--- src/rtl/mem_arb_pkg.sv ---
// Shared types and defaults for the unified memory port arbiter.
// Holds the FSM and owner encodings used by the arbiter and its wait counter.
package mem_arb_pkg;

    typedef enum logic [1:0] {
        IDLE = 2'd0,
        BUSY = 2'd1,
        RESP = 2'd2
    } arb_state_t;

    typedef enum logic {
        OWN_CPU = 1'b0,
        OWN_DMA = 1'b1
    } arb_owner_t;

    localparam int DEF_AW         = 32;
    localparam int DEF_DW         = 32;
    localparam int DEF_MEM_LAT    = 1;
    localparam int DEF_STARVE_LIM = 4;
    localparam int CNT_W          = 4;

endpackage

--- src/rtl/arb_wait_counter.sv ---
// Loadable 4-bit down-counter that times the memory wait states.
// It stops at zero and flags it, so the FSM can leave BUSY on that flag.
module arb_wait_counter
    import mem_arb_pkg::*;
(
    input  logic             clk,
    input  logic             reset,
    input  logic             load,
    input  logic [CNT_W-1:0] load_val,
    input  logic             dec,
    output logic             zero
);

    logic [CNT_W-1:0] count;

    always_ff @(posedge clk or posedge reset) begin
        if (reset) begin
            count <= '0;
        end else if (load) begin
            count <= load_val;
        end else if (dec && (count != '0)) begin
            count <= count - CNT_W'(1);
        end
    end

    assign zero = (count == '0);

endmodule

--- src/rtl/mem_port_arbiter.sv ---
// Arbitrates the unified word memory between the CPU and a DMA/debug requester.
// CPU has priority; a streak counter forces a DMA grant after STARVE_LIM contested CPU wins.
module mem_port_arbiter
    import mem_arb_pkg::*;
#(
    parameter int AW         = DEF_AW,
    parameter int DW         = DEF_DW,
    parameter int MEM_LAT    = DEF_MEM_LAT,
    parameter int STARVE_LIM = DEF_STARVE_LIM
) (
    input  logic          clk,
    input  logic          reset,
    input  logic          cpu_req,
    input  logic          cpu_we,
    input  logic [AW-1:0] cpu_addr,
    input  logic [DW-1:0] cpu_wdata,
    output logic          cpu_gnt,
    output logic          cpu_done,
    input  logic          dma_req,
    input  logic          dma_we,
    input  logic [AW-1:0] dma_addr,
    input  logic [DW-1:0] dma_wdata,
    output logic          dma_gnt,
    output logic          dma_done,
    output logic [DW-1:0] rdata,
    output logic          err,
    output logic          busy,
    output logic          mem_en,
    output logic          mem_we,
    output logic [AW-1:0] mem_addr,
    output logic [DW-1:0] mem_wdata,
    input  logic [DW-1:0] mem_rdata
);

    localparam logic [CNT_W-1:0] LAT_LOAD   = CNT_W'(MEM_LAT - 1);
    localparam logic [CNT_W-1:0] STREAK_MAX = CNT_W'(STARVE_LIM);

    arb_state_t       state, next_state;
    arb_owner_t       owner, win_owner;
    logic             we_q, err_q, first_q;
    logic [AW-1:0]    addr_q, win_addr;
    logic [DW-1:0]    wdata_q, rdata_q, win_wdata;
    logic [CNT_W-1:0] streak;
    logic             win_any, win_we, misaligned;
    logic             cnt_load, cnt_dec, cnt_zero;

    // DMA wins only when the CPU is silent or the CPU streak has hit the limit.
    always_comb begin
        win_any   = cpu_req | dma_req;
        win_owner = OWN_CPU;
        if (dma_req && (!cpu_req || (streak == STREAK_MAX))) begin
            win_owner = OWN_DMA;
        end
        win_we    = cpu_we;
        win_addr  = cpu_addr;
        win_wdata = cpu_wdata;
        if (win_owner == OWN_DMA) begin
            win_we    = dma_we;
            win_addr  = dma_addr;
            win_wdata = dma_wdata;
        end
        misaligned = (win_addr[1:0] != 2'b00);
    end

    always_comb begin
        next_state = state;
        cnt_load   = 1'b0;
        cnt_dec    = 1'b0;
        case (state)
            IDLE: begin
                if (win_any) begin
                    if (misaligned) begin
                        next_state = RESP;
                    end else begin
                        next_state = BUSY;
                        cnt_load   = 1'b1;
                    end
                end
            end
            BUSY: begin
                if (cnt_zero) begin
                    next_state = RESP;
                end else begin
                    cnt_dec = 1'b1;
                end
            end
            RESP:    next_state = IDLE;
            default: next_state = IDLE;
        endcase
    end

    // Requests are only looked at in IDLE; BUSY and RESP run purely from the latches.
    always_ff @(posedge clk or posedge reset) begin
        if (reset) begin
            state   <= IDLE;
            owner   <= OWN_CPU;
            we_q    <= 1'b0;
            err_q   <= 1'b0;
            first_q <= 1'b0;
            addr_q  <= '0;
            wdata_q <= '0;
            rdata_q <= '0;
            streak  <= '0;
        end else begin
            state   <= next_state;
            first_q <= (state == IDLE) && win_any && !misaligned;
            if (state == IDLE) begin
                if (win_any) begin
                    owner   <= win_owner;
                    we_q    <= win_we;
                    addr_q  <= win_addr;
                    wdata_q <= win_wdata;
                    err_q   <= misaligned;
                end
                if (!dma_req || (win_owner == OWN_DMA)) begin
                    streak <= '0;
                end else if (streak != STREAK_MAX) begin
                    streak <= streak + CNT_W'(1);
                end
            end
            if ((state == BUSY) && cnt_zero && !we_q) begin
                rdata_q <= mem_rdata;
            end
        end
    end

    arb_wait_counter u_wait (
        .clk      (clk),
        .reset    (reset),
        .load     (cnt_load),
        .load_val (LAT_LOAD),
        .dec      (cnt_dec),
        .zero     (cnt_zero)
    );

    assign busy      = (state != IDLE);
    assign mem_en    = (state == BUSY);
    assign mem_we    = mem_en && we_q;
    assign mem_addr  = addr_q;
    assign mem_wdata = wdata_q;
    assign rdata     = rdata_q;
    assign err       = (state == RESP) && err_q;
    assign cpu_gnt   = first_q && (owner == OWN_CPU);
    assign dma_gnt   = first_q && (owner == OWN_DMA);
    assign cpu_done  = (state == RESP) && (owner == OWN_CPU);
    assign dma_done  = (state == RESP) && (owner == OWN_DMA);

endmodule
--- config.mk ---
export PLATFORM = sky130hd
export DESIGN_NAME = mem_port_arbiter
export DESIGN_NICKNAME = d
export VERILOG_FILES = /design/src/rtl/mem_arb_pkg.sv /design/src/rtl/arb_wait_counter.sv /design/src/rtl/mem_port_arbiter.sv
export SDC_FILE = /design/constraint.sdc
export NUM_CORES = 1
export LEC_CHECK = 0
export BUFFER_PORTS_ARGS = -buffer_cell sky130_fd_sc_hd__buf_2
export CAP_MARGIN = 20
export CORE_ASPECT_RATIO = 0.75
export CORE_MARGIN = 3
export CORE_UTILIZATION = 30
export CTS_BUF_LIST = sky130_fd_sc_hd__clkbuf_2
export CTS_CLUSTER_SIZE = 40
export DETAILED_ROUTE_END_ITERATION = 6
export PLACE_DENSITY = 0.67
export SLEW_MARGIN = 20
export SYNTH_ARGS = -nofsm -noshare
export SYNTH_HDL_FRONTEND = slang
export SYNTH_SLANG_ARGS = --single-unit
--- constraint.sdc ---
create_clock -name clk -period 11.6 [get_ports clk]
set_input_delay 2.32 -clock clk [delete_from_list [all_inputs] [get_ports clk]]
set_output_delay 2.32 -clock clk [all_outputs]
set_load 0.05 [all_outputs]
* Word-level counts from Yosys, hierarchy flattened
Cells that the tools add are included.
** Storage, ports and cells
- Register bits :: 110
- Input port bits :: 166
- Output and inout bits :: 104
- Logic and storage cells :: 65
** Cells by class
- Add/sub/neg operators :: 2
- Equality and inequality tests :: 6
- Muxes and demuxes :: 17
- Bitwise operators :: 2
- Reductions and logical operators :: 28
** Operators by type and width (number)
- 32-bit 2-to-1 mux :: 2
- 4-bit 2-to-1 mux :: 4
- 1-bit logical AND :: 12
- 2-bit nonzero test :: 4
- 1-bit 2-to-1 mux :: 7
- 2-bit 2-to-1 mux :: 3
- 2-bit AND reduction :: 3
- 4-bit by 1-bit adder with 4-bit output, second input constant :: 1
- 4-bit by 3-bit == test with 1-bit output, second input constant :: 1
- 1-bit logical NOT :: 4
- 4-bit logical NOT :: 1
- 4-bit by 3-bit inequality test with 1-bit output, second input constant :: 1
- 2-bit case mux with 2 select lines :: 1
- 4-bit nonzero test :: 1
- 4-bit by 1-bit subtractor with 4-bit output, second input constant :: 1
- 2-bit by 1-bit == test with 1-bit output, second input constant :: 1
- 2-bit == test, second input constant :: 1
- 2-bit logical NOT :: 1
- 1-bit logical OR :: 2
- 2-bit by 1-bit inequality test with 1-bit output, second input constant :: 1
- 2-bit inequality test, second input constant :: 1
- 1-bit NOT :: 1
- 1-bit bitwise OR :: 1

* Logic depth before layout (Yosys ltp)
- Depth after elaboration :: 10
- Mapped depth :: 9
- Gate-level depth less buffers :: 6

* Hierarchy
From an unflattened synthesis, not the netlist that was laid out.
** Second synthesis, totals
- Cells, all modules :: 538
- Area, all modules :: 5587.9 µm²
** By module, submodules not included
- mem_port_arbiter :: times used 1, cells each 510, area an instance 5326.4 µm², sequential area each 2652.5 µm²
- arb_wait_counter :: times used 1, cells each 28, area an instance 261.5 µm², sequential area each 100.1 µm²

* Worst setup path after synthesis
No wires, ideal clock.
- Path kind :: register to output
- Start point :: reg state[0]
- End point :: out cpu_done
- Data arrival time :: 1619 ps
- Required time :: 9280 ps
- Setup slack :: 7661 ps
- Cell stages (with the launch flop) :: 2
- Path buffers :: 0
- Cell sequence :: dfrtp_1 > nor3b_1
** On the way
- Word-level cells in the longest chain between the ends :: 2
** Ends and longest elaborated chain
- from (decl) :: RTL line mem_port_arbiter.sv:38 : arb_state_t state, next_state;
- from (signal assigned) :: RTL line mem_port_arbiter.sv:105 : state <= next_state;
- 2-bit == test :: RTL line mem_port_arbiter.sv:145 : assign cpu_done = (state == RESP) && (owner == OWN_CPU);
- 1-bit logical AND :: RTL line mem_port_arbiter.sv:145
- to (decl) :: RTL line mem_port_arbiter.sv:18 : output logic cpu_done,
No other way between the ends.

* Worst setup path in the final report
- Start point :: reg state[1]
- End point :: out mem_we
** On the way
- Word-level cells in the longest chain between the ends :: 2
** Ends and longest elaborated chain
- 2-bit by 1-bit == test with 1-bit output :: RTL line mem_port_arbiter.sv:137 : assign mem_en = (state == BUSY);
- 1-bit logical AND :: RTL line mem_port_arbiter.sv:138 : assign mem_we = mem_en && we_q;
- to (decl) :: RTL line mem_port_arbiter.sv:29 : output logic mem_we,
No other way between the ends.

==> impl_metrics.tcl <==
set metrics [dict create \
    status "completed" \
    area_delta_synth_final_pct 31.3 \
    hp-class "register to register" \
    slew_violations 0 \
    grt_pass1_wl_um 19300 \
    ir_worst_vdd_uv 113 \
    grt_antenna_before_repair 1 \
    grt_util_all_layers_pct 13.4 \
    leakage_nw 3.36 \
    synth_edf_count 0 \
    num_rows 39 \
    power_mw 2.03 \
    start_util_pct 31.6 \
    cts-root-buf "clkbuf_2" \
    endpoint_kind "output port" \
    cp.required_ns 9.28 \
    ys_ff_latch 110 \
    worstSetupPathType "register to output port" \
    worstPathMaxFanout 5 \
    min_period_ns 4.10 \
    final_cell_mix "269 x buf_2, 110 x dfrtp_1, 69 x nand2_1, 68 x mux2i_1, 39 x o21ai_0" \
    drtIter0Drc 187 \
    arrival_ns 1.78 \
    path_cells "nand2b_1 > inv_2 > and2_1 > buf_2" \
    fillers 1560 \
    die-area_um2 18100 \
    grt_pass1_vias 3802 \
    ctsHoldBuffers 0 \
    netlist.area_leader.share_pct 55.6 \
    timing.rr.start "u_wait.count[0]" \
    async_flop_share_pct 100 \
    clkLatencyLatePin_ns 0.58 \
    hold_violations 0 \
    cpPeakStageDelay_ns 0.50 \
    slew_headroom_pct 44.0 \
    fin_tns_setup_ns 0 \
    nets 853 \
    holdWs_ns 0.518 \
    avgSynthCellArea_um2 11.6 \
    finalCritPeriodShare_pct 35.4 \
    yosysTopAreaCell "dfrtp_1" \
    setup.worst_path.start_class "register" \
    routed_wl_um 12500 \
    io_pins 270 \
    holdPathEnd "mem_addr[7]" \
    drc 0 \
    max_freq_mhz 244 \
    wl_per_cell_um 13.9 \
    detail-route-antenna-nets 0 \
    die_x_um 154 \
    cts.clk_slew.worst_paths_ns 0.29 \
    cts_resized 0 \
    syn_area_um2 4950 \
    r2r_slack_ns 9.30 \
    whs_path_depth 2 \
    first_pass_iters 4 \
    cts_tree "built" \
    vias 3913 \
    r2r_end "rdata[28]" \
    power_density_nw_per_um2 312 \
    synthCells 425 \
    core_um2 15700 \
    die_h_um 117 \
    worst_pin_slew_ns 0.838 \
    finalSetupViolCount 0 \
    drv_cap 0 \
    overflow 0 \
    yosys_warnings 0 \
    synth.area.top_cells "dfrtp_1 56%, mux2i_1 14%, mux2_2 7.1%" \
    vias_per_cell 4.37 \
    portBuffers 269 \
    cts.sinks 110 \
    final_common_cell "buf_2" \
    rsz0062_at_grt "false" \
    cts.path.max_buffers 2 \
    worst_r2r_path_depth 6 \
    yosysSeqAreaShare_pct 55.6 \
    synth.distinct_cells 38 \
    hpwl_um 9850 \
    min_from "mem_addr[7]" \
    grt_max_degree 81 \
    drive_gt1_share_pct 47.9 \
    cts_setup_buffers 0 \
    critPathSlowestCell "dfrtp_1" \
    gp_congestion 0.723 \
    synth_nets 594 \
    synth_ff_type "dfrtp_1" \
    cts_max_level 3 \
    cts_made_buffers 9 \
    clock_skew_ns 0.0222 \
]
## routing by layer
layer | GRT usage [%] | share of wire [%]
met1 | 17.8 | 45
met4 | 3.94 | 1.2
met2 | 21.4 | 45
met3 | 4.30 | 8.8
met5 | 0 | 0
## power by group
part | total (mW) | internal (mW) | leakage (nW) | switching (mW)
combinational | 1.20 | 0.285 | 1.93 | 0.915
sequential | 0.663 | 0.564 | 1.37 | 0.0985
clock | 0.166 | 0.0336 | 0.0626 | 0.133
## state kept, by name, summed over array words and instances, names as in the netlist
signal        count
mem_wdata        32
streak            4
state             2
mem_addr         32
owner             1
first_q           1
u_wait.count      4
err_q             1
we_q              1
rdata            32
## critical path, delay by kind of cell (launching register included)
kind,cells,cell delay [ns]
DFF,1,0.50
buffers and inverters,2,0.37
and+or+nand+nor,2,0.34
## synth_stat cells (all sizes together), types with 3 or more instances
| library cell | n |
|---|---|
| a21oi | 3 |
| buf | 19 |
| clkbuf | 6 |
| dfrtp | 110 |
| ha | 3 |
| inv | 9 |
| mux2 | 32 |
| mux2i | 68 |
| nand2 | 71 |
| nand3 | 4 |
| nor2 | 9 |
| nor3b | 3 |
| o21ai | 68 |
## cells by family (layout without fill, tap and decap cells)
kind of cell	count (synthesis)	count (layout)	synth area share, %
AO/OA/AOI/OAI	77	77	8.19
AND/OR/NAND/NOR	100	100	9.28
other	0	1	0
flip-flops	110	110	55.6
XOR/XNOR	1	1	0.177
multiplexers	100	100	21.0
adder cells (fa/ha/maj)	3	3	0.759
buffers and inverters	34	298	4.93
## worst max path at each step
stage                         from       endpoint  cells past startpoint  slack (ns)
final                     state[1]         mem_we                      4        7.50
after global routing      state[1]         mem_we                      4        7.27
after CTS                 state[1]         mem_we                      4        7.37
after detailed placement   cpu_req  mem_wdata[18]                      5        7.30
after global placement     cpu_req  mem_wdata[16]                      5        7.39
after floorplan              reset          err_q                      1        6.38
## metrics by stage
step	util, %	cells	worst slack, ns	area (um2)
2_1_floorplan	-	425	6.38	4950
3_3_place_gp	40.8	878	7.39	6390
3_5_place_dp	40.8	878	7.30	6390
4_1_cts	41.5	894	7.37	6490
5_1_grt	41.5	895	7.27	6500
6_report	41.5	895	7.50	6500
## final cells by class
| type | instances | area (um2) | share of cell area, % |
|---|---|---|---|
| multi-input cells | 281 | 1970 | 30.3 |
| repair buffers | 273 | 1380 | 21.2 |
| clock inverters | 6 | 55.1 | 0.847 |
| inverters | 9 | 36.3 | 0.559 |
| diodes | 1 | 2.50 | 0.0385 |
| flip-flops and latches | 110 | 2750 | 42.4 |
| clock buffers | 10 | 50.0 | 0.770 |
| well taps | 205 | 256 | 3.95 |
Note: power is estimated with default switching activity, not from simulation.
